**config.mk**
```make
export PLATFORM = sky130hd
export DESIGN_NAME = hazard_ctrl
export DESIGN_NICKNAME = d
export VERILOG_FILES = /design/src/rtl/hazard_ctrl_pkg.sv /design/src/rtl/hazard_detect.sv /design/src/rtl/hazard_ctrl.sv
export SDC_FILE = /design/constraint.sdc
export NUM_CORES = 1
export LEC_CHECK = 0
export ABC_AREA = 1
export ABC_CLOCK_PERIOD_IN_PS = 1500
export CAP_MARGIN = 40
export CORE_MARGIN = 8
export CORE_UTILIZATION = 23
export CTS_CLUSTER_SIZE = 40
export DETAILED_ROUTE_END_ITERATION = 7
export PLACE_DENSITY_LB_ADDON = 0.2
export SLEW_MARGIN = 5
export SYNTH_ARGS = -nofsm -noshare
export SYNTH_HDL_FRONTEND = slang
export SYNTH_SLANG_ARGS = --single-unit
export TNS_END_PERCENT = 30
```
**constraint.sdc**
```tcl
create_clock -name clk -period 1.5 [get_ports clk]
set_input_delay 0.3 -clock clk [delete_from_list [all_inputs] [get_ports clk]]
set_output_delay 0.3 -clock clk [all_outputs]
set_load 0.03 [all_outputs]
```
**src/rtl/hazard_ctrl_pkg.sv**
```systemverilog
// Shared pipeline definitions for the hazard controller: ctrl bit indices,
// opcodes, FSM state encoding and the NOP instruction word.
// Pure declarations; no logic, no latency, no flow control.
package hazard_ctrl_pkg;

  // Bit positions in the 8-bit ctrl word {RegDst,ALUSrc,MemtoReg,RegWrite,MemRead,MemWrite,Branch,Jump}
  localparam int CTRL_JUMP     = 0;
  localparam int CTRL_BRANCH   = 1;
  localparam int CTRL_MEMWRITE = 2;
  localparam int CTRL_MEMREAD  = 3;
  localparam int CTRL_REGWRITE = 4;
  localparam int CTRL_MEMTOREG = 5;
  localparam int CTRL_ALUSRC   = 6;
  localparam int CTRL_REGDST   = 7;

  // Opcodes that matter for the rt-source check
  localparam logic [5:0] OP_RTYPE = 6'd0;
  localparam logic [5:0] OP_BEQ   = 6'd4;
  localparam logic [5:0] OP_BNE   = 6'd5;
  localparam logic [5:0] OP_LW    = 6'd35;
  localparam logic [5:0] OP_SW    = 6'd43;

  localparam logic [31:0] NOP_INST = 32'h0000_0000;

  typedef enum logic {
    ST_RUN   = 1'b0,
    ST_STALL = 1'b1
  } hz_state_t;

  // True when the instruction reads rt as a source register
  function automatic logic reads_rt(input logic [5:0] op);
    return (op == OP_RTYPE) || (op == OP_BEQ) || (op == OP_BNE) || (op == OP_SW);
  endfunction

endpackage

```
**src/rtl/hazard_detect.sv**
```systemverilog
// Load-use compare: EX-stage load destination (rt) against ID-stage sources.
// Latency: purely combinational, same cycle.
// Backpressure: none; the result feeds the stall decision in hazard_ctrl.
module hazard_detect
  import hazard_ctrl_pkg::*;
(
  input  logic       mem_read_ex,
  input  logic [4:0] rt_ex,
  input  logic [5:0] op_id,
  input  logic [4:0] rs_id,
  input  logic [4:0] rt_id,
  output logic       lu_hit
);

  // A load into $0 never creates a dependency; rt only counts for rt-reading opcodes
  always_comb begin
    lu_hit = mem_read_ex && (rt_ex != 5'd0) &&
             ((rt_ex == rs_id) || ((rt_ex == rt_id) && reads_rt(op_id)));
  end

endmodule

```
**src/rtl/hazard_ctrl.sv**
```systemverilog
// Pipeline hazard controller: load-use stall, branch/jump flush, PC/IF/ID/ID-EX control.
// Latency: outputs combinational from state and inputs; stall lasts LU_STALL_CYCLES cycles.
// Backpressure: stall holds PC and IF/ID and bubbles ID/EX. Optional stats via HAZARD_STATS_EN.
module hazard_ctrl
  import hazard_ctrl_pkg::*;
#(
  parameter int unsigned LU_STALL_CYCLES = 1
) (
  input  logic        clk,
  input  logic        rst_n,
  input  logic [31:0] inst_ID,
  input  logic [31:0] inst_EX,
  input  logic [7:0]  ctrl_EX,
  input  logic        branch_taken_EX,
  input  logic        jump_ID,
  output logic        pc_write,
  output logic        ifid_write,
  output logic        ifid_flush,
  output logic        idex_bubble,
  output logic [31:0] stall_cnt,
  output logic [31:0] flush_cnt
);

  hz_state_t  state;
  logic [2:0] scnt;
  logic       lu_hit;
  logic       do_branch;
  logic       do_stall;
  logic       do_jump;
  logic       unused_bits;

  hazard_detect u_detect (
    .mem_read_ex (ctrl_EX[CTRL_MEMREAD]),
    .rt_ex       (inst_EX[20:16]),
    .op_id       (inst_ID[31:26]),
    .rs_id       (inst_ID[25:21]),
    .rt_id       (inst_ID[20:16]),
    .lu_hit      (lu_hit)
  );

  assign unused_bits = ^{inst_ID[15:0], inst_EX[31:21], inst_EX[15:0], ctrl_EX[7:4], ctrl_EX[2:0]};

  // Priority decode: branch beats stall beats jump; lu_hit only matters in RUN
  always_comb begin
    do_branch = branch_taken_EX;
    do_stall  = !do_branch && ((state == ST_STALL) || lu_hit);
    do_jump   = !do_branch && !do_stall && jump_ID;
  end

  // Output pattern; reset overrides everything so the pipe holds a bubble while rst_n is low
  always_comb begin
    pc_write    = 1'b1;
    ifid_write  = 1'b1;
    ifid_flush  = 1'b0;
    idex_bubble = 1'b0;
    if (!rst_n) begin
      pc_write    = 1'b0;
      ifid_write  = 1'b0;
      ifid_flush  = 1'b1;
      idex_bubble = 1'b1;
    end else if (do_branch) begin
      ifid_flush  = 1'b1;
      idex_bubble = 1'b1;
    end else if (do_stall) begin
      pc_write    = 1'b0;
      ifid_write  = 1'b0;
      idex_bubble = 1'b1;
    end else if (do_jump) begin
      ifid_flush  = 1'b1;
    end
  end

  // Stall FSM: a single-cycle stall needs no extra state since the bubble clears MemRead in EX
  always_ff @(posedge clk or negedge rst_n) begin
    if (!rst_n) begin
      state <= ST_RUN;
      scnt  <= 3'd0;
    end else if (do_branch) begin
      state <= ST_RUN;
      scnt  <= 3'd0;
    end else if (state == ST_STALL) begin
      scnt <= scnt - 3'd1;
      if (scnt == 3'd1) begin
        state <= ST_RUN;
      end
    end else if (lu_hit && (LU_STALL_CYCLES > 1)) begin
      state <= ST_STALL;
      scnt  <= 3'(LU_STALL_CYCLES - 1);
    end
  end

`ifdef HAZARD_STATS_EN
  // Saturating event counters for stall cycles and flush cycles
  always_ff @(posedge clk or negedge rst_n) begin
    if (!rst_n) begin
      stall_cnt <= 32'd0;
      flush_cnt <= 32'd0;
    end else begin
      if (do_stall && (stall_cnt != 32'hFFFF_FFFF)) begin
        stall_cnt <= stall_cnt + 32'd1;
      end
      if ((do_branch || do_jump) && (flush_cnt != 32'hFFFF_FFFF)) begin
        flush_cnt <= flush_cnt + 32'd1;
      end
    end
  end
`else
  // Stats disabled: counters read as zero
  always_comb begin
    stall_cnt = 32'd0;
    flush_cnt = 32'd0;
  end
`endif

endmodule

```
==> results.txt <==
----------------------------------------------------
[Power]
  Final Total Pwr ... 0.7104 mW
  Leak ... 0.6618 nW
  Largest vdd supply drop ... 0.0001939 V
  PwrDens ... 619.8 nW/um^2

[Setup path]
  Type of the setup path with the least slack ... in2out
  Critical path arrival ... 1.29 ns
  R2R depth ... 5
  Critical-path maximum fanout ... 2
  Worst Path Required ... 1.20 ns
  Delay of the slowest critical-path stage ... 0.50 ns
  CP Cell Sequence ... clkdlybuf4s50_1 -> buf_4 -> inv_1 -> a21oi_4 -> buf_6
  Worst setup EP type ... output pin
  R2R Setup Slk ... 0.55 ns
  CP delay by family, top ... buffers and inverters
  Crit path launch type ... input port
  Capture instance of the worst register-to-register path ... scnt[2]
  Buf+Inv Stages, Crit Path ... 4
  FF-to-FF Start ... scnt[0]
  Critical-path top delay cell ... sky130_fd_sc_hd__clkdlybuf4s50_1

[Cells and area]
  Number of inserted diodes ... 0
  Net total in the final layout ... 256
  Fraction of final layout cells with drive strength greater than 1 ... 28.41%
  Number of filler cells placed in the layout ... 451
  Area Growth Syn to Fin ... 23.78%

[Global routing]
  Antenna violations before repair ... 0
  Routing usage on met2 ... 8.476%
  Most heavily used metal layer in global routing ... met2
  Leftover overflow at the end of global routing ... 0
  Met3 track demand over resource ... 3.491%
  All-layer global routing usage ... 5.708%
  Pin count of the biggest net entering global routing ... 5
  Number of global-route vias before repair ... 679
  Global routing usage on met1 ... 6.645%
  First-pass GRT wire length ... 2967 um

[Floorplanning]
  Num rows ... 23
  Die extent in x ... 79.45 um
  DIE AREA ... 6312 sq um
  Starting density of the core ... 23.48%
  Number of primary I/O pins ... 144
  Die boundary height ... 79.45 um
  Core outline area ... 3943 sq um

[STA]
  Worst setup margin ... -0.09434 ns
  Fmax ... 627.2 MHz
  Slew Limit Fails ... 0
  Post-Route Skew ... 0.001147 ns
  Setup TNS ... -0.2829 ns
  RSZ-0062 raised after global routing ... true
  Final cycle utilization of the critical path ... 106.3%
  Tmin final ... 1.594 ns
  Final number of setup-violating endpoints ... 4
  Hold violation count in the final report ... 0

[Clock network]
  Cts bufs inserted ... 3
  CTS sink cnt ... 4
  Post-CTS Setup Repair Bufs ... 0
  CTS tree ... built
  Maximum clock insertion buffer count ... 2
  Clock-pin transition on the worst setup and hold timing paths ... 0.03 ns
  Root buffer selected by CTS ... sky130_fd_sc_hd__clkbuf_8
  Deepest level of the CTS H-tree ... 1
  Latest clock arrival within the worst-skew pair ... 0.21 ns

[Route]
  Antenna violation net count after detailed routing ... 0
  Via-to-Cell Ratio ... 3.080
  Total DRC errors in the routed layout ... 0
  Total vias in the final route ... 696
  First-pass iteration count of the detailed router ... 2
  Sum of routed wire length over all layers ... 2049 um
  Average wire per standard cell ... 9.066 um
  Iteration-0 DRC Markers ... 5

[Synthesis]
  Library cells used by synthesis ... 15
  Number of synthesized register bits ... 4
  Count of warnings emitted by yosys ... 0
  Average cell area after synthesis ... 6.709 sq um
  Area of the mapped netlist ... 925.9 sq um
  Sequential cell area fraction in the yosys report ... 10.81%
  Mapped Cells ... 138

[Placement]
  Final RePlAce weighted congestion ... 0.6745
  Count of input and output buffers ... 29
  Post-DP HPWL ... 1902 um

[Outcome]
  Violated checks ... setup timing
  Result of the run ... finished, violations left

[Hold path]
  Class of the most critical hold timing path ... in2async

[Flow run]
  Count of max-cap constraint violations ... 0

----------------------------------------------------
final cells by class:
type / instances / area [sq um] / share of cell area [%]
Multi-Input combinational cell: 117 / 570.5 / 49.78
Timing Repair Buffer: 37 / 315.3 / 27.51
Sequential cell: 4 / 100.1 / 8.734
Tap cell: 50 / 62.56 / 5.459
Inverter: 15 / 56.30 / 4.913
Clock buffer: 3 / 41.29 / 3.603
registers in the layout, summed over array words and instances (netlist names):
signal  flops
state       1
scnt        3
kinds of logic after synthesis:
| kind of cell | synth area share, % |
|---|---|
| buffers and inverters | 58.78 |
| AND/OR/NAND/NOR | 15.00 |
| AO/OA/AOI/OAI | 4.730 |
| XOR/XNOR | 7.567 |
| flip-flops | 10.81 |
| adder cells (fa/ha/maj) | 2.702 |
| other | 0.4050 |
cells in the final DEF, fill, tap and decap left out, drive strengths merged:
cell | netlist | layout
conb | 1 | 64
buf | 65 | 32
nand2 | 18 | 18
inv | 15 | 15
nor2 | 11 | 11
nand3 | 6 | 6
o21ai | 5 | 5
xor2 | 4 | 4
dfrtp | 4 | 4
xnor2 | 4 | 4
clkbuf | 0 | 3
clkdlybuf4s50 | 0 | 3
a21oi | 3 | 3
ha | 2 | 2
dlygate4sd2 | 0 | 1
clkdlybuf4s15 | 0 | 1
metrics by stage:
stage | setup WS (ns) | std cells | instance area [sq um] | util [%] | hold slack, ns
after floorplan | 0.0008192 | 201 | 1189 | - | 0.004409
after global placement | -0.9518 | 223 | 1102 | 27.96 | 0.4912
after detailed placement | -0.9603 | 223 | 1102 | 27.96 | 0.4884
after CTS | -0.1118 | 226 | 1105 | 28.02 | 0.3785
after global routing | -0.1894 | 226 | 1146 | 29.07 | 0.4041
final | -0.09434 | 226 | 1146 | 29.07 | 0.3760
worst max path at each step:
stage / from / to / slack [ns] / cells past startpoint
detailed placement: inst_EX[17] / ifid_flush / -0.96 / 11
finish: branch_taken_EX / ifid_write / -0.09 / 5
floorplan: inst_EX[18] / pc_write / 0.0008 / 8
global route: inst_ID[27] / pc_write / -0.19 / 12
global placement: inst_EX[17] / ifid_flush / -0.95 / 11
CTS: inst_EX[16] / pc_write / -0.11 / 10
layer usage:
metal / wire length, um / up-vias
met5: 0 / -
met3: 311 / 0
met1: 790 / 284
li1: - / 363
met2: 947 / 49
met4: 0 / 0
Yosys cell counts:
cell                       n  area (sq um)
sky130_fd_sc_hd__buf_4    65         488.0
sky130_fd_sc_hd__nand2_1  18         67.56
sky130_fd_sc_hd__inv_1    13         48.80
sky130_fd_sc_hd__nor2_1   11         41.29
sky130_fd_sc_hd__nand3_1   6         30.03
sky130_fd_sc_hd__dfrtp_1   4         100.1
sky130_fd_sc_hd__o21ai_1   4         20.02
sky130_fd_sc_hd__xnor2_1   4         35.03
sky130_fd_sc_hd__xor2_1    4         35.03
sky130_fd_sc_hd__a21oi_1   2         10.01
sky130_fd_sc_hd__ha_1      2         25.02
sky130_fd_sc_hd__inv_2     2         7.510
sky130_fd_sc_hd__a21oi_2   1         8.760
sky130_fd_sc_hd__conb_1    1         3.750
sky130_fd_sc_hd__o21ai_0   1         5.000
report_power, final:
group,switching (mW),internal [mW]
Clock,0.0482,0.170
Sequential,0,0.109
Combinational,0.287,0.0957
what timing repair did:
item / CTS / global route
pin swaps: 25 / 11
resized for setup: 100 / 12
endpoints found under the setup margin: 4 / 4
hold buffers: 0 / 0
Note: power is estimated with default switching activity, not from simulation.
